--- config.mk ---
export PLATFORM = sky130hd
export DESIGN_NAME = multicycle_fetch
export DESIGN_NICKNAME = d
export VERILOG_FILES = /design/src/rtl/cpu_pkg.sv /design/src/rtl/sat_counter.sv /design/src/rtl/multicycle_fetch.sv
export SDC_FILE = /design/constraint.sdc
export NUM_CORES = 1
export LEC_CHECK = 0
export BUFFER_PORTS_ARGS = -buffer_cell sky130_fd_sc_hd__buf_2
export CAP_MARGIN = 30
export CORE_ASPECT_RATIO = 2
export CORE_MARGIN = 2
export CORE_UTILIZATION = 55
export CTS_CLUSTER_SIZE = 25
export DETAILED_ROUTE_END_ITERATION = 10
export GPL_ROUTABILITY_DRIVEN = 0
export PLACE_DENSITY = 0.86
export SLEW_MARGIN = 30
export SYNTH_ARGS = -nofsm -noshare
export SYNTH_HDL_FRONTEND = slang
export SYNTH_SLANG_ARGS = --single-unit
export TNS_END_PERCENT = 30
--- constraint.sdc ---
create_clock -name clock -period 10.6 [get_ports clock]
set_clock_uncertainty 0.15 [all_clocks]
set_input_delay 2.12 -clock clock [delete_from_list [all_inputs] [get_ports clock]]
set_output_delay 2.12 -clock clock [all_outputs]
set_load 0.02 [all_outputs]
--- src/rtl/cpu_pkg.sv ---
// Shared fetch-unit types: FSM state encoding and default sequential PC step.
package cpu_pkg;

    typedef enum logic [1:0] {
        REQ   = 2'd0,
        FLUSH = 2'd1,
        HOLD  = 2'd2,
        FAULT = 2'd3
    } fetch_state_t;

    localparam int unsigned DEFAULT_PC_STEP = 4;

    // A redirect target must be word aligned.
    function automatic logic is_misaligned(input logic [1:0] low_bits);
        return low_bits != 2'b00;
    endfunction

endpackage

--- src/rtl/sat_counter.sv ---
// Saturating up-counter with synchronous clear; sticks at all-ones.
module sat_counter #(
    parameter int unsigned WIDTH = 32
) (
    input  logic             clock,
    input  logic             reset,
    input  logic             clear,
    input  logic             inc,
    output logic [WIDTH-1:0] count
);

    always_ff @(posedge clock or posedge reset) begin
        if (reset) begin
            count <= '0;
        end else if (clear) begin
            count <= '0;
        end else if (inc && (count != '1)) begin
            count <= count + WIDTH'(1);
        end
    end

endmodule

--- src/rtl/multicycle_fetch.sv ---
// Multicycle instruction fetch: one outstanding imem request, single-entry
// holding register, redirect flush handling and sticky misalignment fault.
module multicycle_fetch
    import cpu_pkg::*;
#(
    parameter int unsigned     XLEN     = 64,
    parameter logic [XLEN-1:0] RESET_PC = '0,
    parameter int unsigned     PC_STEP  = DEFAULT_PC_STEP,
    parameter int unsigned     CNT_W    = 32
) (
    input  logic             clock,
    input  logic             reset,
    output logic             imem_req,
    output logic [XLEN-1:0]  imem_addr,
    input  logic             imem_ack,
    input  logic [31:0]      imem_rdata,
    input  logic             redirect_valid,
    input  logic [XLEN-1:0]  redirect_pc,
    output logic             out_valid,
    input  logic             out_ready,
    output logic [31:0]      out_instr,
    output logic [XLEN-1:0]  out_pc,
    output logic             fault,
    output logic [CNT_W-1:0] fetch_count
);

    fetch_state_t    state;
    logic [XLEN-1:0] pc;
    logic [XLEN-1:0] pending;
    logic            pending_fault;

    logic            redirect_bad;
    logic            flush_fault;
    logic [XLEN-1:0] flush_target;
    logic            accept;

    // A redirect arriving in the same cycle as the flush ack is the newest target.
    assign redirect_bad = redirect_valid && is_misaligned(redirect_pc[1:0]);
    assign flush_fault  = pending_fault || redirect_bad;
    assign flush_target = redirect_valid ? redirect_pc : pending;
    assign accept       = (state == HOLD) && out_ready && !redirect_valid;

    // The address comes straight from the PC register, so it cannot glitch mid-request.
    assign imem_addr = pc;

    always_ff @(posedge clock or posedge reset) begin
        if (reset) begin
            state         <= REQ;
            pc            <= RESET_PC;
            pending       <= '0;
            pending_fault <= 1'b0;
            imem_req      <= 1'b1;
            out_valid     <= 1'b0;
            out_instr     <= '0;
            out_pc        <= '0;
            fault         <= 1'b0;
        end else begin
            case (state)
                REQ: begin
                    if (redirect_bad) begin
                        state    <= FAULT;
                        imem_req <= 1'b0;
                        fault    <= 1'b1;
                    end else if (redirect_valid && imem_ack) begin
                        pc <= redirect_pc;
                    end else if (redirect_valid) begin
                        state         <= FLUSH;
                        pending       <= redirect_pc;
                        pending_fault <= 1'b0;
                    end else if (imem_ack) begin
                        state     <= HOLD;
                        out_instr <= imem_rdata;
                        out_pc    <= pc;
                        imem_req  <= 1'b0;
                        out_valid <= 1'b1;
                    end
                end
                FLUSH: begin
                    if (redirect_valid) begin
                        pending <= redirect_pc;
                    end
                    if (redirect_bad) begin
                        pending_fault <= 1'b1;
                    end
                    if (imem_ack) begin
                        if (flush_fault) begin
                            state    <= FAULT;
                            imem_req <= 1'b0;
                            fault    <= 1'b1;
                        end else begin
                            state <= REQ;
                            pc    <= flush_target;
                        end
                    end
                end
                HOLD: begin
                    if (redirect_bad) begin
                        state     <= FAULT;
                        out_valid <= 1'b0;
                        fault     <= 1'b1;
                    end else if (redirect_valid) begin
                        state     <= REQ;
                        pc        <= redirect_pc;
                        imem_req  <= 1'b1;
                        out_valid <= 1'b0;
                    end else if (out_ready) begin
                        state     <= REQ;
                        pc        <= pc + XLEN'(PC_STEP);
                        imem_req  <= 1'b1;
                        out_valid <= 1'b0;
                    end
                end
                FAULT: begin
                    imem_req  <= 1'b0;
                    out_valid <= 1'b0;
                end
                default: begin
                    state <= FAULT;
                end
            endcase
        end
    end

    sat_counter #(
        .WIDTH(CNT_W)
    ) u_count (
        .clock(clock),
        .reset(reset),
        .clear(1'b0),
        .inc  (accept),
        .count(fetch_count)
    );

endmodule

== Yosys cells after proc, flatten, opt, wreduce, memory -nomap -nowiden ==
Cells that the tools add are included.
Operators by class
  add/subtract/negate cells: 2
  multipliers: 0
  divide/modulo/power cells: 0
  $lt $le $gt $ge: 0
  equal/unequal tests: 22
  shift-type cells: 0
  muxes and demuxes: 48
  bitwise gates (word level): 3
  reductions and logical operators: 22
Operator list (number)
  2-to-1 mux 64 bit: 10
  case mux 64 bit (3 select lines): 1
  case mux 64 bit (2 select lines): 1
  adder 64 x 3 -> 64 bit, second input constant: 1
  adder 32 x 1 -> 32 bit, second input constant: 1
  inequality test 32 bit, second input constant: 1
  2-to-1 mux 1 bit: 22
  inequality test 2 bit, second input constant: 11
  2-to-1 mux 2 bit: 9
  AND reduction 5 bit: 3
  AND reduction 7 bit: 2
  inequality test 3 bit, second input constant: 4
  inequality test 4 bit, second input constant: 2
  case mux 2 bit (3 select lines): 1
  AND reduction 6 bit: 1
  nonzero test 2 bit: 3
  nonzero test 3 bit: 2
  logical AND 1 bit: 5
  == test 2 bit, second input constant: 2
  case mux 1 bit (2 select lines): 2
  case mux 1 bit (4 select lines): 1
  AND reduction 4 bit: 1
  inverter 1 bit: 3
  case mux 1 bit (3 select lines): 1
  7 further kinds: 7
Word-level totals
  register bits: 262
  bits in latches: 0
  RAM bits: 0
  ROM bits: 0
  input port bits: 101
  word-level logic and storage cells: 107
  memories: 0

== Logic depth before layout (Yosys ltp) ==
Gate-level depths: netlist of run 1.
  depth in word-level cells: 6
  gate-level depth with buffers: 12
  gate-level depth less buffers: 8

== Hierarchy ==
From an unflattened synthesis of run 1, not the netlist that was laid out.
Unflattened totals
  cell total of the unflattened synthesis: 1316
  area total of the unflattened synthesis: 13624.3 um^2
By module, submodules not included
  multicycle_fetch: times used 1, cells an instance 1117, area each 11712.5 um^2
  sat_counter: times used 1, cells an instance 199, area each 1911.8 um^2

== Worst setup path before layout of run 1 ==
OpenSTA, ideal clock, no wires.
  path type: input -> register
  from: input port redirect_valid
  to: register pc[45] (netlist: imem_addr[45])
  arrival time: 3.804 ns
  required time: 10.321 ns
  setup slack: 6.516 ns
  stages on the path: 7
  path buffers: 1
  cells stage by stage: buf_2 > or3b_4 > a211oi_4 > nand3_4 > a221o_1 > a311oi_1 > nor3_1
Between the ends
  word-level cells in the longest chain between the ends: 4
  elaborated cells on any way between the ends: 15
  classes of those cells: eq/ne (5); mux (6); reduce/logical (4)
RTL lines
  start, declared: line multicycle_fetch.sv:17  | input logic redirect_valid,
  2-to-1 mux 64 bit / logical AND 1 bit (equally long branches)
  2-to-1 mux 64 bit / logical OR 1 bit (equally long branches): line multicycle_fetch.sv:86, multicycle_fetch.sv:39
  2-to-1 mux 64 bit / inequality test 2 bit (equally long branches)
  case mux 64 bit (3 select lines) / AND reduction 7 bit (equally long branches)
  end signal, assigned: line multicycle_fetch.sv:65  | pc <= redirect_pc;
  end signal, assigned: line multicycle_fetch.sv:92  | pc <= flush_target;
  end signal, assigned: line multicycle_fetch.sv:103  | pc <= redirect_pc;
  end, declared: line multicycle_fetch.sv:28  | logic [XLEN-1:0] pc;
Parallel ways exist; a longest one is shown, timed or not. The select of a mux whose other input is x is not followed.
A chain may end at the register's enable or synchronous reset.

== Final worst setup path of run 1 ==
  from: input port redirect_valid
  to: register out_pc[13]
Between the ends
  word-level cells in the longest chain between the ends: 3
  elaborated cells on any way between the ends: 6
  classes of those cells: bitwise (3); reduce/logical (3)
RTL lines
  logical AND 1 bit, on equally long branches: line multicycle_fetch.sv:64, multicycle_fetch.sv:38
  inverter 1 bit (no source line)
  AND reduction 5 bit (no source line) (*)
  end signal, assigned: line multicycle_fetch.sv:73  | out_pc <= pc;
  end, declared: line multicycle_fetch.sv:22  | output logic [XLEN-1:0] out_pc,
Mark *: on every way between the ends. The rest lies on a longest branch, timed or not.

==> impl_metrics.ini, run 1 <==
[power_and_ir_drop]
max_vdd_drop_uv = 176
power.share.switching_pct = 44.8
comb_power_share_pct = 47.1
seqPwrFrac_pct = 36.1
share_clk_of_total_power_pct = 16.8
power_density_nw_per_um2 = 331
net_switching_power_of_the_design_mw = 2.35
static-leakage-power_nw = 7.20
power.internal_mw = 2.90

[floorplan]
die_height_um = 225
top_level_ports = 296
die_width_um = 114
floorplan.die_area_um2 = 25700
num_rows = 80
start_util_pct = 56.1
core_area_um2 = 23900

[setup_path]
crit_type = input pin to flip-flop
critPathMostFrequentCell = sky130_fd_sc_hd__buf_4
timing.critical_path.from_type = input pin
cp.arrival_ns = 5.31
worst_path_buffer_plus_inverter_count = 4
timing.critical_path.slowest_cell_delay_ns = 0.72
critPathTopFamily = buffers and inverters
cp_cell_sequence = buf_2, buf_4, clkinv_1, nand3_4, buf_4, mux2_2
end_kind = flip-flop
cp_slowest_cell = sky130_fd_sc_hd__clkinv_1
worstPathRequired_ns = 10.87
crit_path_max_fanout = 62

[clocking]
postCtsResizedCells = 0
cts_inserted_buffers = 24
total_number_of_clock_tree_sinks = 262
cts.path.max_buffers = 3
clock_tree_from_tritoncts = yes
post_cts_buffers = 0
clk_pin_slew_ns = 0.06
ctsHoldBuffers = 0
worst_skew_pair.late_latency_ns = 0.54
ctsRootBufferMaster = sky130_fd_sc_hd__clkbuf_16
cts_htree_levels = 1

[drt]
drt_initial_violations = 1312
route.antenna.remaining_nets = 0
overall_routed_net_length_mm = 40.8
routed_via_density = 6.56
first_pass_iters = 6
route.detailed.wl_per_inst_um = 22.3
route.vias.total = 12000
drc_errors = 0

[placement]
dp_hpwl_mm = 28.1
port_buffers = 295
place.detailed.instances = 1779
detailed_place.area_um2 = 15100

[sta]
worst-slew-pin-transition_ns = 0.918
finalMaxSlewViolations = 0
fin_crit_sh_pct = 47.6
max_slew_margin_pct = 38.3
unrepaired_setup_endpoints_after_global_routing = false
setup_violations = 0
finalWorstPathRequiredPeriod_ns = 5.04
fmax_ghz = 0.198
hold_viol = 0
tns_ns = 0

[synth]
synth-edff-count = 0
yosys.cell_count.top_type = sky130_fd_sc_hd__dfrtp_1
syn_area_um2 = 13400
synth-warning-count = 0
synth_area_leader_cell = sky130_fd_sc_hd__dfrtp_1
synth_top_flop_cell = sky130_fd_sc_hd__dfrtp_1
synth_seq_area_share_pct = 48.9
synth_cell_types = 79
synthArstFlopShare_pct = 100
synth.avg_cell_area_um2 = 10.6
ys_top_cells_by_area = sky130_fd_sc_hd__dfrtp_1 (49%), sky130_fd_sc_hd__mux2_2 (13%), sky130_fd_sc_hd__o21ai_0 (4.0%)
yosys.area.top_type_share_pct = 48.7
netlist_top_cells_count = sky130_fd_sc_hd__dfrtp_1 (261), sky130_fd_sc_hd__mux2_2 (158), sky130_fd_sc_hd__o21ai_0 (106), sky130_fd_sc_hd__nand2_1 (75), sky130_fd_sc_hd__nor2_1 (73)
synth_fp_nets = 1376
syn_inst = 1268
flop_and_latch_count_out_of_synthesis = 262

[final_layout]
fin_nets = 1626
drive_above_1_share_pct = 34.9
seq_area_um2 = 6560
areaGrowthSynthToFinish_pct = 18.3
fillCellCount = 1852
area_of_combinational_cells_with_multiple_inputs_um2 = 6480
postLayoutCellArea_um2 = 15900
finish.utilization_pct = 66.3
final-instance-count-excl-fill = 1831

[grt]
grt_pass1_wl_mm = 62.9
grt_max_degree = 106
grt-ovfl-total = 0
number_of_global_route_vias_before_repair = 11800
global_route.usage.total_pct = 31.1
number_of_antenna_violations_at_the_first_check_in_global_routing = 9

[run_status]
outcome = finished, final reports clean

[run]
maxCapViolCount = 0

[worst_hold_path]
worstHoldPathType = flip-flop to flip-flop
[flip-flops by register name, summed over array words and instances (netlist names)]
name           flops
fault              1
pending_fault      1
out_instr         32
imem_addr         64
imem_req           1
state              2
out_valid          1
pending           64
out_pc            64
u_count.count     32
[layout make-up]
type	instances	share of cell area, %
clock buffer	38	4.63
inverter	19	0.497
timing repair buffer	309	10.0
multi-input combinational	902	40.8
antenna	10	0.158
sequential	262	41.3
tap	287	2.26
clock inverter	4	0.284
[per-stage QoR]
step	total power, mW	hold slack, ns	worst slack (ns)
after floorplan	3.53	0.324	1.12
after global placement	4.21	0.306	5.23
after detailed placement	4.33	0.317	5.11
after CTS	5.22	0.331	5.67
after global routing	5.53	0.359	5.35
final	5.25	0.326	5.56
[power groups by stage]
stage	Clock, mW	Combinational, mW	Sequential, mW
final	0.881	2.47	1.90
after global routing	0.923	2.67	1.94
after CTS	0.886	2.45	1.88
after detailed placement	0	2.43	1.90
after global placement	0	2.35	1.87
after floorplan	0	1.40	2.12
[metal layers]
metal / part of all wire, % / routed length [um] / global-route usage [%] / up-vias
li1: - / - / - / 5286
met1: 33 / 13400 / 33.7 / 5886
met2: 52 / 21100 / 54.0 / 665
met3: 8.2 / 3360 / 5.78 / 174
met4: 7.1 / 2910 / 21.0 / 2
met5: 0.034 / 14 / 0 / -
[cell families after synthesis]
logic type | share of synthesized area, %
multiplexers | 13.4
XOR/XNOR | 2.81
flip-flops | 48.9
AO/OA/AOI/OAI | 16.1
adder cells (fa/ha/maj) | 0.653
AND/OR/NAND/NOR | 15.0
buffers and inverters | 3.19
[layout by cell type (no fill, tap or decap), types with 11 or more instances in the layout]
cell                        netlist  final
sky130_fd_sc_hd__dfrtp_1        261    261
sky130_fd_sc_hd__nor2_1          73     72
sky130_fd_sc_hd__and4_1          17     17
sky130_fd_sc_hd__a221oi_1        27     27
sky130_fd_sc_hd__a21oi_1         40     40
sky130_fd_sc_hd__nand3_1         42     41
sky130_fd_sc_hd__inv_1           16     15
sky130_fd_sc_hd__mux2_2         158    158
sky130_fd_sc_hd__clkbuf_16        0     25
sky130_fd_sc_hd__and2_1          11     11
sky130_fd_sc_hd__and3_1          17     17
sky130_fd_sc_hd__nand2_1         75     73
sky130_fd_sc_hd__a31oi_1         14     14
sky130_fd_sc_hd__o21ai_0        106    106
sky130_fd_sc_hd__buf_4            4     12
sky130_fd_sc_hd__nor3_1          44     43
sky130_fd_sc_hd__xnor2_1         20     20
sky130_fd_sc_hd__nor4_1          16     15
sky130_fd_sc_hd__xor2_1          23     23
sky130_fd_sc_hd__nand4_1         37     37
sky130_fd_sc_hd__a22oi_1         12     12
sky130_fd_sc_hd__buf_2           11    295
sky130_fd_sc_hd__o22ai_1         17     17
sky130_fd_sc_hd__a22o_1          16     16
[final timing paths]
check                                             from                        end  depth (start not counted)  slack, ns
worst min-delay path            out_pc[59]$_DFFE_PP0P_     out_pc[59]$_DFFE_PP0P_                          2       0.33
max in group asynchronous                        reset     out_pc[16]$_DFFE_PP0P_                          3       7.46
worst min register to register  out_pc[59]$_DFFE_PP0P_     out_pc[59]$_DFFE_PP0P_                          2       0.33
worst max register to register    state[0]$_DFFE_PP0P_  imem_addr[28]$_DFFE_PP0P_                          8       6.85
min in group asynchronous                        reset    pending[32]$_DFFE_PP0P_                          2       1.52
worst max-delay path                    redirect_valid     out_pc[13]$_DFFE_PP0P_                          6       5.56
[worst register-to-register path: stages (launching register included)]
cell and delay [ns]:
sky130_fd_sc_hd__dfrtp_1 0.44, sky130_fd_sc_hd__inv_1 0.11, sky130_fd_sc_hd__ha_1 0.52, sky130_fd_sc_hd__inv_1 0.58, sky130_fd_sc_hd__a22o_1 0.44, sky130_fd_sc_hd__nand3b_4 0.61, sky130_fd_sc_hd__or3_1 0.60, sky130_fd_sc_hd__o21ai_0 0.09
sky130_fd_sc_hd__a31oi_1 0.07
No activity file was read; power rests on OpenSTA's default activity.
==> inputs of run 2 (changes only) <==
--- a/config.mk
+++ b/config.mk
@@ -9,11 +9,11 @@
 export CAP_MARGIN = 30
 export CORE_ASPECT_RATIO = 2
 export CORE_MARGIN = 2
-export CORE_UTILIZATION = 55
+export CORE_UTILIZATION = 50
 export CTS_CLUSTER_SIZE = 25
 export DETAILED_ROUTE_END_ITERATION = 10
 export GPL_ROUTABILITY_DRIVEN = 0
-export PLACE_DENSITY = 0.86
+export PLACE_DENSITY = 0.82
 export SLEW_MARGIN = 30
 export SYNTH_ARGS = -nofsm -noshare
 export SYNTH_HDL_FRONTEND = slang
==> constraint.sdc (replaced) <==
create_clock -name clock -period 4.46 [get_ports clock]
set_clock_uncertainty 0.15 [all_clocks]
set_input_delay 0.892 -clock clock [delete_from_list [all_inputs] [get_ports clock]]
set_output_delay 0.892 -clock clock [all_outputs]
set_load 0.02 [all_outputs]
==> impl_metrics.ini, run 2 (synthesized netlist as in run 1, its figures left out) <==
[sta]
hold_viol = 0
max_slew_margin_pct = 34.6
finalMaxSlewViolations = 0
fmax_ghz = 0.299
worst-slew-pin-transition_ns = 0.977
finalWorstPathRequiredPeriod_ns = 3.34
smallest_setup_slack_after_layout_ns = 1.12
unrepaired_setup_endpoints_after_global_routing = false
setup_violations = 0
finalHoldWorstSlack_ns = 0.225
tns_ns = 0
fin_crit_sh_pct = 74.9

[run]
maxCapViolCount = 0

[floorplan]
top_level_ports = 296
num_rows = 84
floorplan.die_area_um2 = 28200
core_area_um2 = 26400
start_util_pct = 50.9
die_height_um = 236
die_width_um = 120

[placement]
place.detailed.instances = 1859
dp_hpwl_mm = 29.8
detailed_place.area_um2 = 15400
port_buffers = 295
detailedPlace.worstSlack_ns = 1.20

[clocking]
ctsHoldBuffers = 0
cts_inserted_buffers = 24
clk_pin_slew_ns = 0.07
ctsRootBufferMaster = sky130_fd_sc_hd__clkbuf_16
cts_htree_levels = 1
clock_tree_from_tritoncts = yes
post_cts_buffers = 0
postCtsResizedCells = 0
total_number_of_clock_tree_sinks = 262
cts.path.max_buffers = 3
worst_skew_pair.late_latency_ns = 0.54

[final_layout]
areaGrowthSynthToFinish_pct = 21.2
postLayoutCellArea_um2 = 16300
final_common_cell = sky130_fd_sc_hd__buf_2
final-instance-count-excl-fill = 1907
layout_common_cells = sky130_fd_sc_hd__buf_2 (295), sky130_fd_sc_hd__dfrtp_1 (261), sky130_fd_sc_hd__mux2_2 (158), sky130_fd_sc_hd__o21ai_0 (106), sky130_fd_sc_hd__nand2_1 (74)
drive_above_1_share_pct = 35.8
fin_nets = 1649

[setup_path]
cp.arrival_ns = 3.60
end_kind = flip-flop
worstPathRequired_ns = 4.72
crit_type = flip-flop to flip-flop
crit_path_max_fanout = 35
timing.critical_path.from_type = flip-flop

[grt]
grt_max_degree = 76
global_route.usage.total_pct = 28.5
grt_pass1_wl_mm = 63.6
grt-ovfl-total = 0
number_of_antenna_violations_at_the_first_check_in_global_routing = 7
number_of_global_route_vias_before_repair = 12000

[power_and_ir_drop]
static-leakage-power_nw = 7.37
seqPwrFrac_pct = 35.1
power_density_nw_per_um2 = 789
power.internal_mw = 7.23
max_vdd_drop_uv = 513
comb_power_share_pct = 46.9
share_clk_of_total_power_pct = 17.9
power.share.switching_pct = 43.7
net_switching_power_of_the_design_mw = 5.61

[drt]
route.detailed.wl_per_inst_um = 21.7
routed_via_density = 6.32
first_pass_iters = 8
drc_errors = 0
drt_initial_violations = 1158
route.vias.total = 12100
overall_routed_net_length_mm = 41.4
route.antenna.remaining_nets = 0

[worst_hold_path]
worstHoldPathType = input pin to asynchronous set/reset pin

[run_status]
outcome = finished, final reports clean
[run 2: cell count changes in the layout (fill, tap and decap cells not counted), moves of 3 or more]
cell / delta
sky130_fd_sc_hd__bufinv_16: +3
sky130_fd_sc_hd__buf_4: +17
sky130_fd_sc_hd__buf_12: +8
sky130_fd_sc_hd__diode_2: -5
[run 2: metrics by stage]
| step | power, mW | utilization [%] |
|---|---|---|
| 2_1_floorplan | 8.38 | - |
| 3_3_place_gp | 10.2 | 58.2 |
| 3_5_place_dp | 10.5 | 58.3 |
| 4_1_cts | 12.8 | 61.6 |
| 5_1_grt | 13.5 | 61.7 |
| 6_report | 12.8 | 61.7 |
[run 2: critical path, stage by stage, from the launching register on]
cell	delay, ns
sky130_fd_sc_hd__dfrtp_1	0.44
sky130_fd_sc_hd__inv_1	0.12
sky130_fd_sc_hd__ha_1	0.60
sky130_fd_sc_hd__nand2b_1	0.20
sky130_fd_sc_hd__o32ai_1	0.34
sky130_fd_sc_hd__nand2_2	0.61
sky130_fd_sc_hd__buf_12	0.42
sky130_fd_sc_hd__mux2_2	0.29
[run 2: layout make-up]
cell class	count	area, um^2
diodes	5	12.5
clock buffers	37	741
clock inverters	6	133
fillers	2178	10100
inverters	19	75.1
multi-input cells	902	6460
flip-flops and latches	262	6560
well taps	344	430
repair buffers	332	1850
[run 2: power groups by stage]
stage / combinational [mW] / sequential (mW) / clock (mW)
2_1_floorplan: 3.34 / 5.05 / 0
5_1_grt: 6.48 / 4.62 / 2.42
3_5_place_dp: 5.97 / 4.52 / 0
3_3_place_gp: 5.77 / 4.44 / 0
6_report: 6.03 / 4.51 / 2.30
4_1_cts: 5.99 / 4.48 / 2.32
[run 2: worst paths after layout]
kind | to | start | slack [ns] | cells past startpoint
min reg2reg | fault$_DFFE_PP0P_ | fault$_DFFE_PP0P_ | 0.32 | 1
max reg2reg | pending[13]$_DFFE_PP0P_ | state[0]$_DFFE_PP0P_ | 1.12 | 7
min | out_instr[17]$_DFFE_PP0P_ | reset | 0.22 | 2
max in group asynchronous | u_count.count[5]$_DFFE_PP0P_ | reset | 2.97 | 4
max | pending[13]$_DFFE_PP0P_ | state[0]$_DFFE_PP0P_ | 1.12 | 7
min in group clock | fault$_DFFE_PP0P_ | fault$_DFFE_PP0P_ | 0.32 | 1
[run 2: routing by layer]
layer / vias up / track usage (%) / wire, um
met3: 197 / 4.84 / 3040
li1: 5324 / - / -
met2: 656 / 49.7 / 21000
met5: - / 0 / 28
met1: 5872 / 30.3 / 14100
met4: 4 / 20.9 / 3200
